**src/rtl/alu_acc_pkg.sv**
```systemverilog
// Shared types for the accumulator execution stage: opcodes, FSM states, default width.
package alu_acc_pkg;

  localparam int DATA_WIDTH_DEF = 8;

  typedef enum logic [2:0] {
    OP_NOP = 3'd0,
    OP_LD  = 3'd1,
    OP_ST  = 3'd2,
    OP_ADD = 3'd3,
    OP_SUB = 3'd4,
    OP_AND = 3'd5,
    OP_OR  = 3'd6,
    OP_XOR = 3'd7
  } op_e;

  typedef enum logic [1:0] {
    IDLE  = 2'd0,
    READ  = 2'd1,
    EXEC  = 2'd2,
    WRITE = 2'd3
  } state_e;

endpackage

```
**src/rtl/alu_acc_alu.sv**
```systemverilog
// Combinational ALU for the accumulator stage.
// ALU_ACC_STAGE_SAT_EN: ADD clamps to all-ones on carry, SUB clamps to zero on borrow.
module alu_acc_alu
  import alu_acc_pkg::*;
#(
  parameter int W = DATA_WIDTH_DEF
) (
  input  logic [2:0]   op,
  input  logic [W-1:0] acc,
  input  logic [W-1:0] operand,
  input  logic         carry_in,
  output logic [W-1:0] result,
  output logic         carry,
  output logic         zero
);

  logic [W:0] sum;
  logic [W:0] diff;

  // The extra MSB of diff is the borrow, i.e. acc < operand.
  assign sum  = {1'b0, acc} + {1'b0, operand};
  assign diff = {1'b0, acc} - {1'b0, operand};

  always_comb begin
    result = acc;
    carry  = carry_in;
    case (op_e'(op))
      OP_LD:  result = operand;
      OP_ADD: begin
        {carry, result} = sum;
`ifdef ALU_ACC_STAGE_SAT_EN
        if (sum[W]) result = '1;
`endif
      end
      OP_SUB: begin
        {carry, result} = diff;
`ifdef ALU_ACC_STAGE_SAT_EN
        if (diff[W]) result = '0;
`endif
      end
      OP_AND: begin result = acc & operand; carry = 1'b0; end
      OP_OR:  begin result = acc | operand; carry = 1'b0; end
      OP_XOR: begin result = acc ^ operand; carry = 1'b0; end
      default: ;
    endcase
    zero = (result == '0);
  end

endmodule

```
**src/rtl/alu_acc_stage.sv**
```systemverilog
// Accumulator execution stage: drives the register file, holds ACC and Z/C flags.
// Saturating ADD/SUB is enabled by defining ALU_ACC_STAGE_SAT_EN.
module alu_acc_stage
  import alu_acc_pkg::*;
#(
  parameter int REG_COUNT  = 4,
  parameter int DATA_WIDTH = DATA_WIDTH_DEF,
  localparam int AW        = $clog2(REG_COUNT)
) (
  input  logic                  clk,
  input  logic                  rst_n,
  input  logic                  op_valid,
  output logic                  op_ready,
  input  logic [2:0]            opcode,
  input  logic [AW-1:0]         op_addr,
  output logic [AW-1:0]         rf_addr,
  output logic                  rf_ce,
  output logic [DATA_WIDTH-1:0] rf_wdata,
  input  logic [DATA_WIDTH-1:0] rf_rdata,
  output logic [DATA_WIDTH-1:0] acc,
  output logic                  flag_z,
  output logic                  flag_c,
  output logic                  done
);

  state_e                state;
  logic [2:0]            op_q;
  logic [DATA_WIDTH-1:0] alu_res;
  logic                  alu_c;
  logic                  alu_z;

  assign op_ready = (state == IDLE);
  assign rf_ce    = (state == WRITE);
  assign rf_wdata = acc;

  alu_acc_alu #(.W(DATA_WIDTH)) u_alu (
    .op       (op_q),
    .acc      (acc),
    .operand  (rf_rdata),
    .carry_in (flag_c),
    .result   (alu_res),
    .carry    (alu_c),
    .zero     (alu_z)
  );

  always_ff @(posedge clk or negedge rst_n) begin
    if (!rst_n) begin
      state   <= IDLE;
      op_q    <= OP_NOP;
      rf_addr <= '0;
      acc     <= '0;
      flag_z  <= 1'b0;
      flag_c  <= 1'b0;
      done    <= 1'b0;
    end else begin
      done <= 1'b0;
      case (state)
        IDLE: if (op_valid) begin
          op_q    <= opcode;
          rf_addr <= op_addr;
          case (op_e'(opcode))
            OP_NOP:  done  <= 1'b1;
            OP_ST:   state <= WRITE;
            default: state <= READ;
          endcase
        end
        READ: state <= EXEC;
        // Registered read data is valid here; only ACC-writing ops reach EXEC.
        EXEC: begin
          acc    <= alu_res;
          flag_z <= alu_z;
          flag_c <= alu_c;
          done   <= 1'b1;
          state  <= IDLE;
        end
        WRITE: begin
          done  <= 1'b1;
          state <= IDLE;
        end
        default: state <= IDLE;
      endcase
    end
  end

endmodule

```
**config.mk**
```make
export PLATFORM = sky130hd
export DESIGN_NAME = alu_acc_stage
export DESIGN_NICKNAME = d
export VERILOG_FILES = /design/src/rtl/alu_acc_pkg.sv /design/src/rtl/alu_acc_alu.sv /design/src/rtl/alu_acc_stage.sv
export SDC_FILE = /design/constraint.sdc
export NUM_CORES = 1
export LEC_CHECK = 0
export ABC_AREA = 1
export CAP_MARGIN = 20
export CORE_ASPECT_RATIO = 0.5
export CORE_MARGIN = 3
export CORE_UTILIZATION = 48
export CTS_CLUSTER_DIAMETER = 50
export CTS_CLUSTER_SIZE = 25
export DETAILED_ROUTE_END_ITERATION = 12
export PLACE_DENSITY_LB_ADDON = 0.15
export SYNTH_ARGS = -nofsm -noshare
export SYNTH_HDL_FRONTEND = slang
export SYNTH_SLANG_ARGS = --single-unit
```
**constraint.sdc**
```tcl
create_clock -name clk -period 1.9 [get_ports clk]
set_input_delay 0.285 -clock clk [delete_from_list [all_inputs] [get_ports clk]]
set_output_delay 0.285 -clock clk [all_outputs]
set_load 0.005 [all_outputs]
```
==> results.json <==
{
  "status": "complete, but fails checks",
  "violations": "negative setup slack",
  "clock_sinks": 18,
  "r2r_cells": 14,
  "cts_buffers": 3,
  "clock_path_buffers": 2,
  "ys_seq_elements": 18,
  "row_count": 16,
  "fin_nets": 437,
  "vias": 2381,
  "synth-seq-area-share": 0.217,
  "drtIter0Drc": 174,
  "ant_nets": 0,
  "multi_input_area_um2": 1390,
  "gr-total-overflow": 0,
  "register_area_um2": 450,
  "pin_count": 39,
  "worstSetupPathType": "reg -> reg",
  "wl_per_cell_um": 14.1,
  "synth_simple_gate_area_frac": 0.362,
  "synth_top_area_frac": 0.217,
  "final_common_cell": "nand2_1",
  "ys_types": 30,
  "gp_congestion": 0.942,
  "syn_area_um2": 2080,
  "placed_area_um2": 2750,
  "syn_inst": 323,
  "setup_viol": 5,
  "antenna_found_initial": 0,
  "yosysTopAreaCell": "dfrtp_1",
  "endpoint": "flag_z$_DFFE_PN0P_",
  "finish.instance_area_um2": 2870,
  "crit_start": "acc[0]$_DFFE_PN0P_",
  "hold_path.class": "in -> async",
  "area_delta_synth_final_pct": 38.3,
  "post-route-util": 0.714,
  "irDropWorstVdd_mv": 0.677,
  "worstSkewPairLatency_ns": 0.26,
  "worst_slack_ns": -0.160,
  "drcViolationCount": 0,
  "synth_area_per_cell_um2": 6.43,
  "cp_max_fo": 4,
  "via_per_inst": 5.31,
  "synth_compound_area_frac": 0.0969,
  "synth_top_family_by_area": "simple AND/OR/NAND/NOR gates",
  "drive_above_1_share": 0.193,
  "tns_ns": -0.307,
  "die_h_um": 52.5,
  "synth_fa_ha_area_frac": 0.164,
  "grt_max_degree": 19,
  "final_cell_mix": "75 x nand2_1, 48 x inv_1, 43 x buf_4",
  "firstDrtPassIters": 5,
  "synth-xor-area-share": 0.00421,
  "powerDensity_nw_per_um2": 1300,
  "p_total_mw": 3.75,
  "r2r_slack_ns": -0.16,
  "tritoncts": "built",
  "max_slew_margin": 0.711,
  "synth_area_leaders": "dfrtp_1 22%, ha_1 14%, nand2_1 14%, nand3_1 8.9%, inv_1 8.9%",
  "wl_um": 6300,
  "clk_pin_slew_worst_paths_ns": 0.07,
  "period_minus_slack_ns": 2.06,
  "timing.final.crit_share": 1.08,
  "worst_ep_arrival_time_ns": 2.26,
  "fp.dieW_um": 99.1,
  "grt_usage": 0.242,
  "hold_buffers": 0,
  "n_antenna_cell": 0,
  "max_slew.worst_pin.slew_ns": 0.431,
  "syn_nets": 365,
  "r2r_end": "flag_z$_DFFE_PN0P_",
  "clock.fmax_mhz": 486,
  "grt_pass1_vias": 2238,
  "htree_levels": 1,
  "initial_utilization": 0.516,
  "worstSetupStartpointType": "register",
  "ys_warn_count": 0,
  "r2r-start": "acc[0]$_DFFE_PN0P_",
  "end_kind": "register",
  "dp.final_hpwl_um": 4930,
  "rsz0062_at_grt": "yes",
  "cp_data_required_time_ns": 2.10,
  "die-area_um2": 5200,
  "cts_root_buffer": "clkbuf_8",
  "drv_cap": 0,
  "synth_mux_area_frac": 0.0108,
  "power.leakage_nw": 1.50,
  "skew_ns": 0.00365,
  "hold_violations": 0,
  "grt_pass1_wl_um": 10000,
  "fillers": 338,
  "port_buffers": 38,
  "coreArea_um2": 4020,
  "finalMaxSlewViolations": 0
}
repair_timing:
item                                    in CTS  in global routing
setup buffers                                1                  0
gates cloned                                 0                  0
pin swaps                                    2                  1
endpoints found under the setup margin       7                  8
resized for setup                           15                  9
critical path: stages, from the launching register on:
cell     delay [ns]
dfrtp_1        0.39
inv_1          0.07
ha_2           0.18
fa_1           0.39
inv_1          0.07
nand2_1        0.08
nand2_1        0.07
o21ai_0        0.08
nor2_1         0.11
nand3_1        0.12
nor2_2         0.15
nand3_2        0.09
nor2_1         0.09
nand2_1        0.06
nand2_1        0.05
worst min-delay path by stage:
stage	start	end	slack, ns	cells after the start
6_report	rst_n	acc[6]$_DFFE_PN0P_	0.35	2
5_1_grt	rst_n	acc[5]$_DFFE_PN0P_	0.38	2
4_1_cts	rst_n	acc[6]$_DFFE_PN0P_	0.36	2
3_5_place_dp	flag_z$_DFFE_PN0P_	flag_z$_DFFE_PN0P_	0.47	2
3_3_place_gp	state[1]$_DFFE_PN0P_	state[1]$_DFFE_PN0P_	0.46	1
2_1_floorplan	rst_n	acc[0]$_DFFE_PN0P_	-0.01	0
synth_stat cells, drive strengths merged:
library cell / instances
a21oi: 14
o21ai: 19
mux2: 2
dfrtp: 18
buf: 15
a22oi: 1
nor2: 39
xor2: 1
o211ai: 1
or2: 1
nor3: 2
nand3: 38
ha: 24
clkinv: 1
fa: 2
and2: 1
inv: 52
nand4: 11
nand2: 78
a31oi: 1
o21bai: 2
cell families after synthesis:
logic type | after synthesis
adders and majority gates | 26
xor gates and xnor gates | 1
buffers and inverters | 68
muxes | 2
AOI/OAI and AO/OA | 38
DFF | 18
and+or+nand+nor | 170
cell type report:
cell class | count | area share
well taps | 54 | 0.0235
repair buffers | 82 | 0.248
multi-input cells | 237 | 0.484
clock buffers | 4 | 0.0192
inverters | 53 | 0.0692
flip-flops and latches | 18 | 0.157
per-layer routing:
metal / global-route usage / share of wire / routed length, µm
met1: 0.334 / 0.45 / 2870
met5: 0 / 0 / 0
met4: 0.0340 / 0.00079 / 5
met3: 0.0372 / 0.079 / 501
met2: 0.413 / 0.46 / 2930
report_power, final:
| part | internal [mW] | switching, mW |
|---|---|---|
| logic | 1.31 | 1.48 |
| registers | 0.516 | 0.120 |
| clock network | 0.184 | 0.139 |
flip-flops by register name, summed over array words and instances (netlist names):
name and cells:
done 1, flag_c 1, state 2, acc 8, op_q 3, rf_addr 2
flag_z 1
through the flow:
step           std cells  setup slack (ns)  hold slack, ns
2_1_floorplan        323            0.0233         -0.0106
3_3_place_gp         443            -0.473           0.457
3_5_place_dp         443            -0.531           0.474
4_1_cts              448            -0.164           0.360
5_1_grt              448            -0.283           0.377
6_report             448            -0.160           0.348
(Power assumes the default switching activity.)
